--- src/rtl/gpu_arb_pkg.sv ---
// gpu_arb_pkg: shared widths and the queued command record for the GPU RAM arbiter
package gpu_arb_pkg;
   localparam int ADDR_W = 20;
   localparam int DATA_W = 16;
   typedef struct packed {
      logic              rd;
      logic              wr;
      logic              b16;
      logic [ADDR_W-1:0] addr;
      logic [DATA_W-1:0] data;
   } cmd_t;
endpackage

--- src/rtl/arb_cmd_fifo.sv ---
// arb_cmd_fifo: 2-entry first-word-fall-through command queue
//   clk, reset (async active-low); push/din write an entry, pop drops the head
//   dout is the current head, empty/full report occupancy 0/2
module arb_cmd_fifo import gpu_arb_pkg::*; #(
   parameter type T = cmd_t
) (
   input  logic clk,
   input  logic reset,
   input  logic push,
   input  logic pop,
   input  T     din,
   output T     dout,
   output logic empty,
   output logic full
);
   T mem [2];
   logic wp, rp;
   logic [1:0] cnt;
   assign dout = mem[rp];
   assign empty = cnt == 2'd0;
   assign full = cnt == 2'd2;
   always_ff @(posedge clk or negedge reset)
      if (!reset) begin
         mem[0] <= '0;
         mem[1] <= '0;
         wp <= 1'b0;
         rp <= 1'b0;
         cnt <= 2'd0;
      end else begin
         if (push) begin
            mem[wp] <= din;
            wp <= ~wp;
         end
         if (pop) rp <= ~rp;
         cnt <= cnt + {1'b0, push} - {1'b0, pop};
      end
endmodule

--- src/rtl/gpu_ram_arbiter.sv ---
// gpu_ram_arbiter: round-robin GPU RAM arbiter with starvation override and read-return tagging
//   clk, reset (async active-low)
//   req_wr/req_rd/req_16bit/req_addr/req_data: per-port request (addr/data packed port-major)
//   port_full: per-port queue full; rd_rdy: per-port read-data-valid pulse; rd_data = gpu_data_in
//   gpu_wr_ena/gpu_rd_req/gpu_ena_16bit/gpu_address/gpu_data_out: registered RAM command
//   grant_id: port owning the current command
module gpu_ram_arbiter import gpu_arb_pkg::*; #(
   parameter int PORTS = 3,
   parameter int READ_CLOCK_CYCLES = 2,
   parameter int STARVE_LIMIT = 6
) (
   input  logic                    clk,
   input  logic                    reset,
   input  logic [PORTS-1:0]        req_wr,
   input  logic [PORTS-1:0]        req_rd,
   input  logic [PORTS-1:0]        req_16bit,
   input  logic [PORTS*ADDR_W-1:0] req_addr,
   input  logic [PORTS*DATA_W-1:0] req_data,
   output logic [PORTS-1:0]        port_full,
   output logic [PORTS-1:0]        rd_rdy,
   output logic [DATA_W-1:0]       rd_data,
   output logic                    gpu_wr_ena,
   output logic                    gpu_rd_req,
   output logic                    gpu_ena_16bit,
   output logic [ADDR_W-1:0]       gpu_address,
   output logic [DATA_W-1:0]       gpu_data_out,
   input  logic [DATA_W-1:0]       gpu_data_in,
   output logic [1:0]              grant_id
);
   localparam int PW = PORTS > 1 ? $clog2(PORTS) : 1;
   localparam int CW = $clog2(STARVE_LIMIT + 1);
   cmd_t head [PORTS];
   logic [PORTS-1:0] empty, pop;
   logic [PW-1:0] ptr, gsel, gid, idx;
   logic gv;
   logic [CW-1:0] wcnt [PORTS];
   logic tv [READ_CLOCK_CYCLES];
   logic [PW-1:0] tp [READ_CLOCK_CYCLES];
   genvar i;
   for (i = 0; i < PORTS; i = i + 1) begin : g_q
      cmd_t din;
      // a simultaneous write+read strobe is stored as a write only
      assign din = '{rd: req_rd[i] & ~req_wr[i], wr: req_wr[i], b16: req_16bit[i],
                     addr: req_addr[i*ADDR_W +: ADDR_W], data: req_data[i*DATA_W +: DATA_W]};
      arb_cmd_fifo #(.T(cmd_t)) u_q (
         .clk(clk), .reset(reset), .push((req_wr[i] | req_rd[i]) & ~port_full[i]), .pop(pop[i]),
         .din(din), .dout(head[i]), .empty(empty[i]), .full(port_full[i]));
   end
   // starved ports (lowest index first) beat the round-robin scan that starts after ptr
   always_comb begin
      gv = 1'b0;
      gsel = '0;
      idx = '0;
      for (int k = 0; k < PORTS; k++)
         if (!gv && !empty[k] && wcnt[k] == CW'(STARVE_LIMIT)) begin
            gv = 1'b1;
            gsel = PW'(k);
         end
      for (int k = 1; k <= PORTS; k++) begin
         idx = PW'((int'(ptr) + k) % PORTS);
         if (!gv && !empty[idx]) begin
            gv = 1'b1;
            gsel = idx;
         end
      end
   end
   assign pop = gv ? PORTS'(1) << gsel : '0;
   assign rd_data = gpu_data_in;
   assign grant_id = 2'(gid);
   always_comb begin
      rd_rdy = '0;
      if (tv[READ_CLOCK_CYCLES-1]) rd_rdy[tp[READ_CLOCK_CYCLES-1]] = 1'b1;
   end
   always_ff @(posedge clk or negedge reset)
      if (!reset) begin
         ptr <= PW'(PORTS - 1);
         gid <= '0;
         gpu_wr_ena <= 1'b0;
         gpu_rd_req <= 1'b0;
         gpu_ena_16bit <= 1'b0;
         gpu_address <= '0;
         gpu_data_out <= '0;
         for (int k = 0; k < PORTS; k++) wcnt[k] <= '0;
         for (int k = 0; k < READ_CLOCK_CYCLES; k++) begin
            tv[k] <= 1'b0;
            tp[k] <= '0;
         end
      end else begin
         gpu_wr_ena <= gv & head[gsel].wr;
         gpu_rd_req <= gv & head[gsel].rd;
         gpu_ena_16bit <= gv & head[gsel].b16;
         if (gv) begin
            ptr <= gsel;
            gid <= gsel;
            gpu_address <= head[gsel].addr;
            gpu_data_out <= head[gsel].data;
         end
         for (int k = 0; k < PORTS; k++)
            wcnt[k] <= (empty[k] || (gv && gsel == PW'(k))) ? '0 :
                       wcnt[k] == CW'(STARVE_LIMIT) ? wcnt[k] : wcnt[k] + 1'b1;
         // read-return tag: stage 0 captures the command cycle, the last stage drives rd_rdy
         tv[0] <= gpu_rd_req;
         tp[0] <= gid;
         for (int k = 1; k < READ_CLOCK_CYCLES; k++) begin
            tv[k] <= tv[k-1];
            tp[k] <= tp[k-1];
         end
      end
endmodule

--- config.mk ---
export PLATFORM = sky130hd
export DESIGN_NAME = gpu_ram_arbiter
export DESIGN_NICKNAME = d
export VERILOG_FILES = /design/src/rtl/gpu_arb_pkg.sv /design/src/rtl/arb_cmd_fifo.sv /design/src/rtl/gpu_ram_arbiter.sv
export SDC_FILE = /design/constraint.sdc
export NUM_CORES = 1
export LEC_CHECK = 0
export CAP_MARGIN = 40
export CORE_AREA = 3 3 121 240
export CTS_BUF_LIST = sky130_fd_sc_hd__clkbuf_8
export DETAILED_ROUTE_END_ITERATION = 8
export DIE_AREA = 0 0 124 243
export GPL_ROUTABILITY_DRIVEN = 0
export PLACE_DENSITY = 0.83
export SETUP_SLACK_MARGIN = 0.3
export SKIP_LAST_GASP = 1
export SLEW_MARGIN = 15
export SYNTH_ARGS = -nofsm -noshare
export SYNTH_HDL_FRONTEND = slang
export SYNTH_SLANG_ARGS = --single-unit
export TNS_END_PERCENT = 20
--- constraint.sdc ---
create_clock -name clk -period 3.45 [get_ports clk]
set_input_delay 0.69 -clock clk [delete_from_list [all_inputs] [get_ports clk]]
set_output_delay 0.69 -clock clk [all_outputs]
set_load 0.02 [all_outputs]
==> flow_metrics.env, run 1 <==
export IMPL_netlist_area_sq_um=13700
export IMPL_synth_adder_area_share=0.0128
export IMPL_die_h_microns=243
export IMPL_tritoncts="built"
export IMPL_portBuffers=165
export IMPL_ir_drop_v=0.000895
export IMPL_core_rowCount=86
export IMPL_path_cells="inv_1, ha_2, o31ai_2, o221ai_2, or2_1, o311ai_4, buf_4, a21boi_4, ha_1, inv_1, ha_1, xnor2_1, xnor2_1"
export IMPL_critical_path_required_ns=3.91
export IMPL_grt_pass1_vias=9251
export IMPL_rsz0062_at_grt="no"
export IMPL_powerDensity_nw_per_um2=1260
export IMPL_detail_route_antenna_nets=0
export IMPL_grt_use_total=0.232
export IMPL_synth_compound_area_frac=0.0643
export IMPL_cts_path_max_buffers=3
export IMPL_ys_types=53
export IMPL_total_power_mw=20.8
export IMPL_tightest_slew_ns=0.709
export IMPL_muxShareOfSynthArea=0.276
export IMPL_first_iter_violations=396
export IMPL_drt_wl_total_mm=34.6
export IMPL_synth_avg_cell_area_sq_um=13.7
export IMPL_regArea_sq_um=7590
export IMPL_grt_overflow=0
export IMPL_nFillCells=2216
export IMPL_worst_path_max_fanout=11
export IMPL_first_pass_iters=4
export IMPL_finalInstanceArea_sq_um=16600
export IMPL_setup_viol=0
export IMPL_crit_arrival_ns=3.49
export IMPL_nets=1295
export IMPL_finalCriticalPeriod_ns=3.03
export IMPL_h_tree_depth=2
export IMPL_antenna_found_initial=1
export IMPL_via_per_inst=5.70
export IMPL_initial_core_util=0.496
export IMPL_r2r_end="g_q[0].u_q.cnt[1]"
export IMPL_worstSetupPathType="flop to flop"
export IMPL_final_setup_tns_ns=0
export IMPL_fin_crit_sh=0.879
export IMPL_drive_gt1_frac=0.299
export IMPL_vias=8734
export IMPL_grt_pass1_wl_mm=52.8
export IMPL_clock_skew_final_ns=0.0147
export IMPL_synth_top_cell_area_share=0.554
export IMPL_async_flop_share=1.00
export IMPL_synthSimpleGateAreaFrac=0.0432
export IMPL_drc=0
export IMPL_cts_buffers=42
export IMPL_finalHoldViolations=0
export IMPL_coreArea_sq_um=27500
export IMPL_synth_seq_area_share=0.555
export IMPL_p_leak_nw=7.23
export IMPL_hold_class="primary input to asynchronous set/reset pin"
export IMPL_grt_max_degree=89
export IMPL_ys_warn_count=0
export IMPL_ys_flop_type="dfrtp_1"
export IMPL_cts_clk_slew_worst_paths_ns=0.07
export IMPL_synth_area_leaders="dfrtp_1, mux2_2, mux2i_1"
export IMPL_r2r_setup_slack_ns=0.42
export IMPL_cap_violations=0
export IMPL_dp_hpwl_mm=24.2
export IMPL_dieWidth_microns=124
export IMPL_r2r_start="ptr[1]"
export IMPL_dieArea_sq_um=30100
export IMPL_clock_latency_ns=0.55
export IMPL_final_max_slew_viol_count=0
export IMPL_netlist_instances=997
export IMPL_top_level_ports=198
export IMPL_slew_headroom=0.527
export IMPL_synth_top_family_by_area="multiplexers"
export IMPL_holdWs_ns=0.158
export IMPL_wl_per_cell_microns=22.6
export IMPL_cp_slowest_cell="dfstp_2"
export IMPL_status="finished, final reports clean"
export IMPL_cts_root_buf="clkbuf_8"
export IMPL_end_kind="flop"
export IMPL_rr_worst_depth=13
export IMPL_syn_nets=1146
export IMPL_max_freq_mhz=330
export IMPL_slowest_delay_ns=0.56
export IMPL_synth_top_area_cell="dfrtp_1"
export IMPL_cp_start_kind="flop"
export IMPL_yosys_area_share_xor_xnor=0.00834
export IMPL_cts_sinks=303
export IMPL_placed_area_sq_um=15700
export IMPL_synth_edf_count=0
export IMPL_ys_ff_latch=303
export IMPL_multi_input_area_sq_um=5600
export IMPL_area_growth_pct=21.5
## flip-flops by register name (all words and copies together), names as in the netlist
signal / cells
gpu_address: 20
tp: 4
g_q.u_q.wp: 3
grant_id: 1
tv: 2
ptr: 2
gpu_data_out: 16
g_q.u_q.mem: 234
gpu_rd_req: 1
g_q.u_q.cnt: 6
wcnt: 9
g_q.u_q.rp: 3
gpu_wr_ena: 1
gpu_ena_16bit: 1
## power breakdown
| part | leakage [nW] | total, mW | switching [mW] | internal (mW) |
|---|---|---|---|---|
| registers | 3.59 | 6.74 | 1.22 | 5.51 |
| logic | 3.14 | 11.3 | 5.87 | 5.43 |
| clock network | 0.503 | 2.80 | 1.32 | 1.48 |
## cells in the mapped netlist (all sizes together) (4+ instances only)
cell    number
mux2       228
inv         16
o22ai       39
dfrtp      302
nor2b        6
mux2i      120
buf         58
a21oi        5
a21o         5
o21ai        8
clkbuf      31
nor3        47
xnor2       10
nand3b       4
nand2       16
ha          14
nor2        13
a221o       36
## cell usage in the layout (no fill, tap or decap), types with 5 or more instances in the layout
| master | count |
|---|---|
| buf_4 | 15 |
| clkinv_2 | 8 |
| clkbuf_8 | 54 |
| dfrtp_1 | 299 |
| nand2_1 | 12 |
| a21o_1 | 5 |
| buf_12 | 12 |
| ha_1 | 12 |
| o22ai_1 | 39 |
| mux2_2 | 228 |
| nor3_1 | 43 |
| mux2i_1 | 120 |
| clkdlybuf4s50_1 | 164 |
| o21ai_0 | 6 |
| inv_1 | 29 |
| a221o_1 | 36 |
| xnor2_1 | 10 |
| nor2_1 | 8 |
| nor2b_1 | 6 |
## kinds of logic after synthesis
logic type               Yosys count
multiplexers                     348
flip-flops                       303
AO/OA/AOI/OAI                    110
buffers and inverters            105
AND/OR/NAND/NOR                  104
adder cells (fa/ha/maj)           14
XOR/XNOR                          13
## how the worst max path moves through the flow
stage / from / slack, ns / depth (start not counted) / end
after global routing: ptr[1] / 0.29 / 13 / g_q[0].u_q.cnt[1]
final: ptr[1] / 0.42 / 13 / g_q[0].u_q.cnt[1]
after detailed placement: ptr[1] / 0.18 / 9 / gpu_address[5]
after global placement: ptr[1] / 0.30 / 9 / gpu_address[8]
after floorplan: ptr[1] / 0.45 / 13 / g_q[0].u_q.cnt[1]
after CTS: ptr[1] / 0.19 / 12 / g_q[0].u_q.cnt[1]
## cell type report
class	instances	area share
timing repair buffer	194	0.123
sequential	303	0.457
clock buffer	54	0.0448
antenna	1	0.000151
inverter	16	0.00362
tap	352	0.0266
clock inverter	22	0.00717
multi-input combinational	589	0.338
## through the flow
| stage | std cells | util | worst slack (ns) |
|---|---|---|---|
| floorplan | 997 | - | 0.453 |
| global placement | 1450 | 0.568 | 0.303 |
| detailed placement | 1450 | 0.568 | 0.184 |
| CTS | 1526 | 0.600 | 0.188 |
| global route | 1531 | 0.602 | 0.287 |
| finish | 1531 | 0.602 | 0.416 |
## metal layers
| layer | track usage | part of all wire |
|---|---|---|
| met1 | 0.254 | 0.35 |
| met4 | 0.125 | 0.058 |
| met3 | 0.0324 | 0.040 |
| met2 | 0.419 | 0.55 |
| met5 | 0 | 0 |
## critical path: cells and delay by family (launching register included)
kind | cells | cell delay (ns)
buffers and inverters | 3 | 0.28
adders and majority gates | 3 | 0.64
DFF | 1 | 0.56
and+or+nand+nor | 1 | 0.32
AOI/OAI and AO/OA | 4 | 0.89
xor gates and xnor gates | 2 | 0.26
## timing repair
item | 4_1_cts | 5_1_grt
pin swaps | 0 | 2
gates resized for setup | 1 | 5
hold buffers | 0 | 0
buffers inserted | 0 | 4
endpoints found under the setup margin | 33 | 37
gates cloned | 0 | 0
Power figures use the tool's default switching activity.
==> inputs of run 2 (changes only) <==
--- a/config.mk
+++ b/config.mk
@@ -6,16 +6,19 @@
 export NUM_CORES = 1
 export LEC_CHECK = 0
 export CAP_MARGIN = 40
-export CORE_AREA = 3 3 121 240
+export CELL_PAD_IN_SITES_DETAIL_PLACEMENT = 2
+export CELL_PAD_IN_SITES_GLOBAL_PLACEMENT = 2
+export CORE_AREA = 3 3 138 274
 export CTS_BUF_LIST = sky130_fd_sc_hd__clkbuf_8
 export DETAILED_ROUTE_END_ITERATION = 8
-export DIE_AREA = 0 0 124 243
+export DIE_AREA = 0 0 141 277
 export GPL_ROUTABILITY_DRIVEN = 0
-export PLACE_DENSITY = 0.83
+export PLACE_DENSITY = 0.9
 export SETUP_SLACK_MARGIN = 0.3
 export SKIP_LAST_GASP = 1
 export SLEW_MARGIN = 15
 export SYNTH_ARGS = -nofsm -noshare
 export SYNTH_HDL_FRONTEND = slang
+export SYNTH_HIERARCHICAL = 1
 export SYNTH_SLANG_ARGS = --single-unit
 export TNS_END_PERCENT = 20
==> flow_metrics.env, run 2 <==
export IMPL_ys_top_cells_by_count="mux2_2, dfrtp_1, inv_1, nand2_1, mux2i_1"
export IMPL_dieArea_sq_um=39100
export IMPL_crit_arrival_ns=3.59
export IMPL_power_frac_clock=0.148
export IMPL_power_frac_comb=0.510
export IMPL_syn_nets=1158
export IMPL_ir_drop_v=0.000947
export IMPL_synth_edf_count=0
export IMPL_fin_cells=1660
export IMPL_end_kind="flop"
export IMPL_worstSetupPathType="flop to flop"
export IMPL_initial_core_util=0.389
export IMPL_top_level_ports=198
export IMPL_async_flop_share=1.00
export IMPL_place_inst=1580
export IMPL_netlist_area_sq_um=14000
export IMPL_top_regs="g_q.u_q/mem: 234 flops, gpu_address: 20 flops, gpu_data_out: 16 flops"
export IMPL_ys_warn_count=6
export IMPL_grt_max_degree=80
export IMPL_vias=8924
export IMPL_intPower_mw=11.9
export IMPL_antenna_found_initial=3
export IMPL_tritoncts="built"
export IMPL_drt_wl_total_mm=44.9
export IMPL_via_per_inst=5.38
export IMPL_cts_root_buf="clkbuf_8"
export IMPL_yosysMostFrequentCell="mux2_2"
export IMPL_top_register="g_q.u_q/mem"
export IMPL_finalInstanceArea_sq_um=16900
export IMPL_p_leak_nw=7.25
export IMPL_largest_reg_flops=234
export IMPL_final_cell_mix="mux2_2, dfrtp_1, clkdlybuf4s50_1"
export IMPL_worst_path_max_fanout=8
export IMPL_cts_buffers=44
export IMPL_synth_seq_area_share=0.543
export IMPL_critical_path_required_ns=3.97
export IMPL_grt_overflow=0
export IMPL_ys_flop_type="dfrtp_1"
export IMPL_grt_use_total=0.232
export IMPL_hold_class="primary input to asynchronous set/reset pin"
export IMPL_power_switching_mw=7.85
export IMPL_status="finished, final reports clean"
export IMPL_final_setup_tns_ns=0
export IMPL_cts_hold_buffers=0
export IMPL_total_power_mw=19.7
export IMPL_seq_power_share=0.342
export IMPL_grt_pass1_wl_mm=68.7
export IMPL_h_tree_depth=2
export IMPL_clock_skew_final_ns=0.0409
export IMPL_dp_hpwl_mm=29.0
export IMPL_drive_gt1_frac=0.359
export IMPL_detail_route_antenna_nets=0
export IMPL_placed_area_sq_um=16000
export IMPL_first_pass_iters=4
export IMPL_slew_headroom=0.491
export IMPL_final_common_cell="mux2_2"
export IMPL_powerDensity_nw_per_um2=1170
export IMPL_holdWs_ns=0.0128
export IMPL_clock_latency_ns=0.61
export IMPL_portBuffers=165
export IMPL_finalHoldViolations=0
export IMPL_synth_top_cell_area_share=0.541
export IMPL_nFillCells=3455
export IMPL_synth_avg_cell_area_sq_um=13.8
export IMPL_final_max_slew_viol_count=0
export IMPL_grt_pass1_vias=11100
export IMPL_fin_crit_sh=0.892
export IMPL_setup_viol=0
export IMPL_core_rowCount=98
export IMPL_nets=1325
export IMPL_cts_sinks=303
export IMPL_ys_ff_latch=303
export IMPL_netlist_instances=1009
export IMPL_die_h_microns=277
export IMPL_wl_per_cell_microns=27.1
export IMPL_first_iter_violations=321
export IMPL_drc=0
export IMPL_ys_types=47
export IMPL_synth_area_leaders="dfrtp_1, mux2_2, mux2i_1"
export IMPL_cts_path_max_buffers=3
export IMPL_finalCriticalPeriod_ns=3.08
export IMPL_cap_violations=0
export IMPL_synth_top_area_cell="dfrtp_1"
export IMPL_cp_start_kind="flop"
export IMPL_coreArea_sq_um=35900
export IMPL_dieWidth_microns=141
export IMPL_area_growth_pct=21.2
export IMPL_swShare=0.398
export IMPL_max_freq_mhz=325
export IMPL_cts_clk_slew_worst_paths_ns=0.08
export IMPL_tightest_slew_ns=0.763
export IMPL_rsz0062_at_grt="yes"
-- run 2: changes by cell type after synthesis, moves of 9 or more --
cell / change
inv_1: +36
mux2i_1: -81
o221ai_1: +36
mux2_2: +93
mux2_1: +30
nand2_1: +33
nor3_1: -39
buf_2: +11
o22ai_1: -38
buf_1: -10
clkbuf_1: -25
a221o_1: -36
buf_6: +9
-- run 2: layer usage --
layer | vias to the layer above | GRT usage | routed length [microns]
met5 | - | 0 | 0
met4 | 0 | 0.104 | 2030
met3 | 104 | 0.0271 | 1160
met2 | 193 | 0.455 | 26100
met1 | 4746 | 0.239 | 15600
li1 | 3881 | - | -
-- run 2: layout make-up --
cell class                      instances  area [sq um]  area share
Inverter                               54           205      0.0121
Clock inverter                         20          86.3     0.00510
Clock buffer                           57           785      0.0464
Sequential cell                       303          7590       0.448
Antenna cell                            3          7.51    0.000444
Timing Repair Buffer                  192          1950       0.115
Tap cell                              450           563      0.0333
Multi-Input combinational cell        581          5740       0.339
-- run 2: kinds of logic after synthesis --
group / Yosys count / synth area share
compound gates: 66 / 0.0414
xor+xnor: 14 / 0.00878
fa+ha+maj: 14 / 0.0125
buf+inv: 125 / 0.0494
flops: 303 / 0.543
mux: 390 / 0.311
simple gates: 97 / 0.0340
-- run 2: what timing repair did --
action / CTS / global route
endpoints found under the setup margin: 0 / 4
buffers inserted: 0 / 0
gates resized for setup: 0 / 2
-- run 2: per-stage QoR --
step | setup WS, ns | utilization
after global placement | 0.602 | 0.446
after detailed placement | 0.433 | 0.446
after CTS | 0.349 | 0.471
after global routing | 0.207 | 0.471
final | 0.373 | 0.471
after floorplan | 0.592 | -
-- run 2: final timing paths --
path / from / to / slack (ns) / depth (start not counted)
worst min-delay path: reset / g_q[2].u_q/mem[68] / 0.01 / 1
worst min register to register: tp[3] / tp[1] / 0.34 / 0
max in group asynchronous: reset / g_q[1].u_q/mem[47] / 2.39 / 2
worst max register to register: grant_id[0] / g_q[0].u_q/cnt[1] / 0.37 / 13
worst max-delay path: grant_id[0] / g_q[0].u_q/cnt[1] / 0.37 / 13
min in group clk: tp[3] / tp[1] / 0.34 / 0
-- run 2: worst max-delay path, cell delays in order, from the launching register on --
cell and delay (ns):
dfrtp_1 0.45, inv_1 0.07, ha_1 0.39, nand3b_1 0.23
o21ai_1 0.19, a31oi_2 0.09, a31oi_4 0.28, inv_1 0.19
and2_1 0.24, ha_1 0.30, inv_1 0.05, ha_1 0.18
xnor2_1 0.19, xnor2_1 0.15
-- run 2: power groups by stage --
stage          clock network (mW)  logic [mW]  registers, mW
5_1_grt                      3.16        10.8           6.97
6_report                     2.92        10.1           6.74
3_5_place_dp                    0        9.99           6.72
4_1_cts                      3.02        10.2           6.75
2_1_floorplan                   0        6.92           6.43
3_3_place_gp                    0        9.29           6.53
